File: config.mk
export PLATFORM = sky130hd
export DESIGN_NAME = vga_renderer
export DESIGN_NICKNAME = d
export VERILOG_FILES = /design/src/rtl/vga_renderer.sv
export SDC_FILE = /design/constraint.sdc
export NUM_CORES = 2
export LEC_CHECK = 0
export BUFFER_PORTS_ARGS = -buffer_cell sky130_fd_sc_hd__buf_2
export CAP_MARGIN = 20
export CORE_ASPECT_RATIO = 2
export CORE_MARGIN = 1.5
export CORE_UTILIZATION = 25
export CTS_CLUSTER_DIAMETER = 30
export DETAILED_ROUTE_END_ITERATION = 6
export MAX_ROUTING_LAYER = met4
export PLACE_DENSITY = 0.47
export SLEW_MARGIN = 15
export SYNTH_ARGS = -nofsm -noshare
export SYNTH_HDL_FRONTEND = slang
export SYNTH_SLANG_ARGS = --single-unit
File: constraint.sdc
create_clock -name clk -period 12.01 [get_ports clk]
set_input_delay 0.6005 -clock clk [delete_from_list [all_inputs] [get_ports clk]]
set_output_delay 0.6005 -clock clk [all_outputs]
set_load 0.05 [all_outputs]
File: src/rtl/vga_renderer.sv
// 640x480 VGA renderer: ball, two players, two goals and an optional time bar (macro TIME_BAR_EN).
// Colour, blank and syncs leave a two-stage pipeline clocked by the pixel tick (clk/2).
module vga_renderer #(
    parameter int PLAYER_RADIUS = 20,
    parameter int BALL_RADIUS   = 8,
    parameter int GOAL_RADIUS   = 30
) (
    input  logic        clk,
    input  logic        rst_n,
    input  logic [18:0] ball_hor_position,
    input  logic [18:0] ball_ver_position,
    input  logic [9:0]  team1_hor_position,
    input  logic [9:0]  team1_ver_position,
    input  logic [9:0]  team2_hor_position,
    input  logic [9:0]  team2_ver_position,
    input  logic [7:0]  time_left,
    output logic        hsync,
    output logic        vsync,
    output logic        blank,
    output logic [7:0]  rgb
);
    localparam logic [20:0] BALL_R2   = 21'(BALL_RADIUS * BALL_RADIUS);
    localparam logic [20:0] PLAYER_R2 = 21'(PLAYER_RADIUS * PLAYER_RADIUS);
    localparam logic [20:0] GOAL_R2   = 21'(GOAL_RADIUS * GOAL_RADIUS);
    localparam logic [9:0]  GOAL_L_X  = 10'(GOAL_RADIUS);
    localparam logic [9:0]  GOAL_R_X  = 10'(639 - GOAL_RADIUS);
    localparam logic [9:0]  GOAL_Y    = 10'd240;

    // Off-screen centres are never drawn, so no disc can wrap around the screen edge.
    function automatic logic in_disc(input logic [9:0] px, input logic [9:0] py,
                                     input logic [9:0] cx, input logic [9:0] cy,
                                     input logic [20:0] r2);
        logic [20:0] dx;
        logic [20:0] dy;
        dx = {11'd0, (px >= cx) ? (px - cx) : (cx - px)};
        dy = {11'd0, (py >= cy) ? (py - cy) : (cy - py)};
        return (cx <= 10'd639) && (cy <= 10'd479) && ((dx * dx + dy * dy) <= r2);
    endfunction

    logic       tick_q;
    logic       pix_tick;
    logic [9:0] hcount_q, hcount_d;
    logic [9:0] vcount_q, vcount_d;

    assign pix_tick = tick_q;

    always_comb begin
        hcount_d = hcount_q;
        vcount_d = vcount_q;
        if (pix_tick) begin
            if (hcount_q == 10'd799) begin
                hcount_d = '0;
                vcount_d = (vcount_q == 10'd524) ? '0 : vcount_q + 10'd1;
            end else begin
                hcount_d = hcount_q + 10'd1;
            end
        end
    end

    always_ff @(posedge clk or negedge rst_n) begin
        if (!rst_n) begin
            tick_q   <= 1'b0;
            hcount_q <= '0;
            vcount_q <= '0;
        end else begin
            tick_q   <= ~tick_q;
            hcount_q <= hcount_d;
            vcount_q <= vcount_d;
        end
    end

    logic       snap;
    logic [9:0] ball_x_q, ball_y_q, t1_x_q, t1_y_q, t2_x_q, t2_y_q;

    assign snap = pix_tick && (hcount_q == 10'd0) && (vcount_q == 10'd480);

    always_ff @(posedge clk or negedge rst_n) begin
        if (!rst_n) begin
            ball_x_q <= '0;
            ball_y_q <= '0;
            t1_x_q   <= '0;
            t1_y_q   <= '0;
            t2_x_q   <= '0;
            t2_y_q   <= '0;
        end else if (snap) begin
            ball_x_q <= ball_hor_position[9:0];
            ball_y_q <= ball_ver_position[9:0];
            t1_x_q   <= team1_hor_position;
            t1_y_q   <= team1_ver_position;
            t2_x_q   <= team2_hor_position;
            t2_y_q   <= team2_ver_position;
        end
    end

    logic bar_hit;
    logic unused_bits;
`ifdef TIME_BAR_EN
    logic [7:0]  time_q;
    logic [10:0] bar_len;

    always_ff @(posedge clk or negedge rst_n) begin
        if (!rst_n)    time_q <= '0;
        else if (snap) time_q <= time_left;
    end

    assign bar_len     = {2'b00, time_q, 1'b0} + {3'b000, time_q};
    assign bar_hit     = (vcount_q >= 10'd464) && (vcount_q <= 10'd479) && ({1'b0, hcount_q} < bar_len);
    assign unused_bits = ^{ball_hor_position[18:10], ball_ver_position[18:10]};
`else
    assign bar_hit     = 1'b0;
    assign unused_bits = ^{ball_hor_position[18:10], ball_ver_position[18:10], time_left};
`endif

    logic vld_p0, hs_p0, vs_p0, ball_p0, t1_p0, t2_p0, goal_p0;

    assign vld_p0  = (hcount_q < 10'd640) && (vcount_q < 10'd480);
    assign hs_p0   = !((hcount_q >= 10'd656) && (hcount_q <= 10'd751));
    assign vs_p0   = !((vcount_q >= 10'd490) && (vcount_q <= 10'd491));
    assign ball_p0 = in_disc(hcount_q, vcount_q, ball_x_q, ball_y_q, BALL_R2);
    assign t1_p0   = in_disc(hcount_q, vcount_q, t1_x_q, t1_y_q, PLAYER_R2);
    assign t2_p0   = in_disc(hcount_q, vcount_q, t2_x_q, t2_y_q, PLAYER_R2);
    assign goal_p0 = in_disc(hcount_q, vcount_q, GOAL_L_X, GOAL_Y, GOAL_R2)
                   | in_disc(hcount_q, vcount_q, GOAL_R_X, GOAL_Y, GOAL_R2);

    // Stage p1: registered hit flags and raw timing.
    logic vld_p1_q, hs_p1_q, vs_p1_q, ball_p1_q, t1_p1_q, t2_p1_q, goal_p1_q, bar_p1_q;

    always_ff @(posedge clk or negedge rst_n) begin
        if (!rst_n) begin
            vld_p1_q  <= 1'b0;
            hs_p1_q   <= 1'b1;
            vs_p1_q   <= 1'b1;
            ball_p1_q <= 1'b0;
            t1_p1_q   <= 1'b0;
            t2_p1_q   <= 1'b0;
            goal_p1_q <= 1'b0;
            bar_p1_q  <= 1'b0;
        end else if (pix_tick) begin
            vld_p1_q  <= vld_p0;
            hs_p1_q   <= hs_p0;
            vs_p1_q   <= vs_p0;
            ball_p1_q <= ball_p0;
            t1_p1_q   <= t1_p0;
            t2_p1_q   <= t2_p0;
            goal_p1_q <= goal_p0;
            bar_p1_q  <= bar_hit;
        end
    end

    logic [7:0] rgb_d;

    always_comb begin
        rgb_d = 8'h10;
        if (!vld_p1_q)      rgb_d = 8'h00;
        else if (ball_p1_q) rgb_d = 8'hFC;
        else if (t1_p1_q)   rgb_d = 8'hE0;
        else if (t2_p1_q)   rgb_d = 8'h03;
        else if (goal_p1_q) rgb_d = 8'hFF;
        else if (bar_p1_q)  rgb_d = 8'h1C;
    end

    // Stage p2: output registers, all four outputs move together.
    logic [7:0] rgb_p2_q;
    logic       blank_p2_q, hs_p2_q, vs_p2_q;

    always_ff @(posedge clk or negedge rst_n) begin
        if (!rst_n) begin
            rgb_p2_q   <= 8'h00;
            blank_p2_q <= 1'b1;
            hs_p2_q    <= 1'b1;
            vs_p2_q    <= 1'b1;
        end else if (pix_tick) begin
            rgb_p2_q   <= rgb_d;
            blank_p2_q <= ~vld_p1_q;
            hs_p2_q    <= hs_p1_q;
            vs_p2_q    <= vs_p1_q;
        end
    end

    assign rgb   = rgb_p2_q;
    assign blank = blank_p2_q;
    assign hsync = hs_p2_q;
    assign vsync = vs_p2_q;
endmodule
==> impl_metrics.tcl <==
set metrics [dict create \
    die_w_um 271.3 \
    postRouteAntennaNets 0 \
    portBuffers 72 \
    finalHoldViolations 0 \
    grt_pass1_wl_um 173100 \
    synth_largest_type_area_fraction 0.3254 \
    grt.total_usage 0.1578 \
    cp_max_fo 11 \
    synthAdderAreaFrac 0.5045 \
    crit_start "vcount_q[1]$_DFFE_PN0P_" \
    grt_max_degree 58 \
    hold_class "input port to asynchronous set/reset pin" \
    synth_area_um2 35990 \
    fin_crit_sh 0.9090 \
    cts-htree-levels 3 \
    ys_seq_area_frac 0.06624 \
    slew_violations 0 \
    synth_top_family_by_area "adder cells" \
    yosysWarningCount 0 \
    finClkSkew_ns 0.02050 \
    cts_tree "yes" \
    max_freq_mhz 91.60 \
    antenna_found_initial 6 \
    worstMarginPinSlew_ns 1.149 \
    drive_gt1_frac 0.08929 \
    synth-xor-area-share 0.04259 \
    maxCapViolCount 0 \
    grt-ovfl-total 0 \
    synth_top_cell_by_area "fa_1" \
    synth-simple-area-share 0.1351 \
    cts-buffers-inserted 9 \
    fp.coreArea_um2 142700 \
    startpoint_type "flip-flop" \
    synth.avg_cell_area_um2 8.756 \
    max_stage_delay_ns 0.54 \
    die_y_um 539.6 \
    relSlewSlack 0.2286 \
    crit_type "flip-flop to flip-flop" \
    clk_latency_ns 0.44 \
    io-pin-count 99 \
    clk_pin_slew_ns 0.10 \
    hold_buffers 0 \
    die_area_um2 146400 \
    cpLargestDelayFamily "adder cells" \
    synth_nets 5298 \
    setup_tns_ns 0 \
    syn_inst 4110 \
    crit_arrival_ns 11.29 \
    syn_to_final_growth_pct 9.596 \
    clk_path_buf_depth 2 \
    ys_types 85 \
    first_pass_iters 5 \
    synth_edf_count 0 \
    grt_setup_unrepaired "no" \
    min_period_ns 10.92 \
    start_util 0.2521 \
    wl_per_cell_um 17.88 \
    rows 196 \
    synth_compound_area_frac 0.1019 \
    gp_congestion 0.8976 \
    nets 5383 \
    postCtsSetupBuffers 0 \
    crit_buf_inv 8 \
    required_ns 12.38 \
    synth_area_leaders "fa_1 (33%), ha_1 (18%), inv_1 (9.7%), dfrtp_1 (6.3%), nor2_1 (4.0%)" \
    cts.sinks 95 \
    synth_seq_cells 95 \
    vias 28000 \
    grt_pass1_vias 31230 \
    reg2reg_from "vcount_q[1]$_DFFE_PN0P_" \
    dp_hpwl_um 94600 \
    async_flop_share 1.000 \
    yosysMostFrequentCell "inv_1" \
    whs_ns 0.1589 \
    ys.flop_type "dfrtp_1" \
    status "finished, final reports clean" \
    postCtsResizedCells 0 \
    drc 0 \
    root_buffer "clkbuf_16" \
    synth_common_cells "inv_1 (933), fa_1 (585), ha_1 (515)" \
    synth.area.mux_share 0.04026 \
    first_iter_violations 1183 \
    worst_setup_path_end_kind "flip-flop" \
    setup_viol 0 \
    vias_per_cell 4.601 \
    wl_um 108800 \
    cpMaxStageDelayCell "fa_1" \
]
## path summary, 6_finish.rpt
kind                                      endpoint  slack, ns  cells after the start
max in group asynchronous  ball_y_q[9]$_DFFE_PN0P_      10.53                      2
hold reg to reg                 rgb[4]$_DFFE_PN0P_       0.49                      1
min in group clk             t1_x_q[1]$_DFFE_PN0P_       0.39                      2
setup reg to reg             goal_p1_q$_DFFE_PN0P_       1.09                     42
hold / removal               t2_x_q[7]$_DFFE_PN0P_       0.16                      1
setup / recovery             goal_p1_q$_DFFE_PN0P_       1.09                     42
## cell type report
cell class	count	area, um^2
tap	1881	2354
sequential	95	2384
fill	15440	103300
clock inverter	7	96.34
timing repair buffer	177	1151
antenna	5	12.51
multi-input combinational	2974	29700
clock buffer	9	225.2
inverter	938	3521
## stage by stage
step	util	std cells	setup WS [ns]	cell area, um^2
floorplan	-	4110	2.024	35990
global placement	0.2739	6064	1.086	39090
detailed placement	0.2739	6064	1.097	39100
CTS	0.2762	6080	0.9961	39420
global route	0.2763	6084	0.2599	39430
finish	0.2763	6086	1.093	39440
## registers in the layout, summed over array words and instances, names as in the netlist
name	flops
ball_x_q	10
pix_tick	1
rgb	4
t1_x_q	10
t2_y_q	10
t2_x_q	10
goal_p1_q	1
vcount_q	10
t1_y_q	10
hcount_q	10
ball_y_q	10
hsync	1
vsync	1
t1_p1_q	1
vld_p1_q	1
hs_p1_q	1
t2_p1_q	1
ball_p1_q	1
blank	1
vs_p1_q	1
## cells in the final DEF (no fill, tap or decap), types with 22 or more instances in the layout
cell type | netlist | final
nand3_1 | 43 | 43
buf_2 | 5 | 71
nor2_1 | 386 | 386
mux2_2 | 86 | 86
nor2b_1 | 30 | 30
fa_1 | 585 | 585
dfrtp_1 | 90 | 90
a21o_1 | 49 | 49
o21ai_0 | 120 | 120
xor2_1 | 57 | 57
a211oi_1 | 29 | 29
ha_1 | 515 | 515
o21a_1 | 24 | 24
buf_4 | 4 | 105
xnor2_1 | 118 | 114
nand4_1 | 34 | 34
or2_2 | 71 | 71
mux2i_1 | 48 | 48
nor3_1 | 80 | 80
nand2b_1 | 69 | 69
or3_1 | 22 | 22
a21oi_1 | 135 | 135
nand2_1 | 187 | 187
inv_1 | 933 | 933
## kinds of logic (layout without fill, tap and decap cells)
family / Yosys count / count (layout)
xor gates and xnor gates: 175 / 175
adders and majority gates: 1100 / 1100
and+or+nand+nor: 1012 / 1012
buffers and inverters: 1041 / 1131
muxes: 134 / 134
AOI/OAI and AO/OA: 553 / 553
DFF: 95 / 95
other: 0 / 5
## layer usage
metal  track usage  wire (um)  vias to the layer above
li1              -          -                    13320
met1        0.1537      38380                    14110
met2        0.3121      63030                      405
met3       0.01183       2374                      167
met4       0.06955       5056                        0
met5             -          0                        -
Power is left out: the tool's default activity adds up to more than one toggle a clock period on the data nets, which glitch-free logic cannot reach.
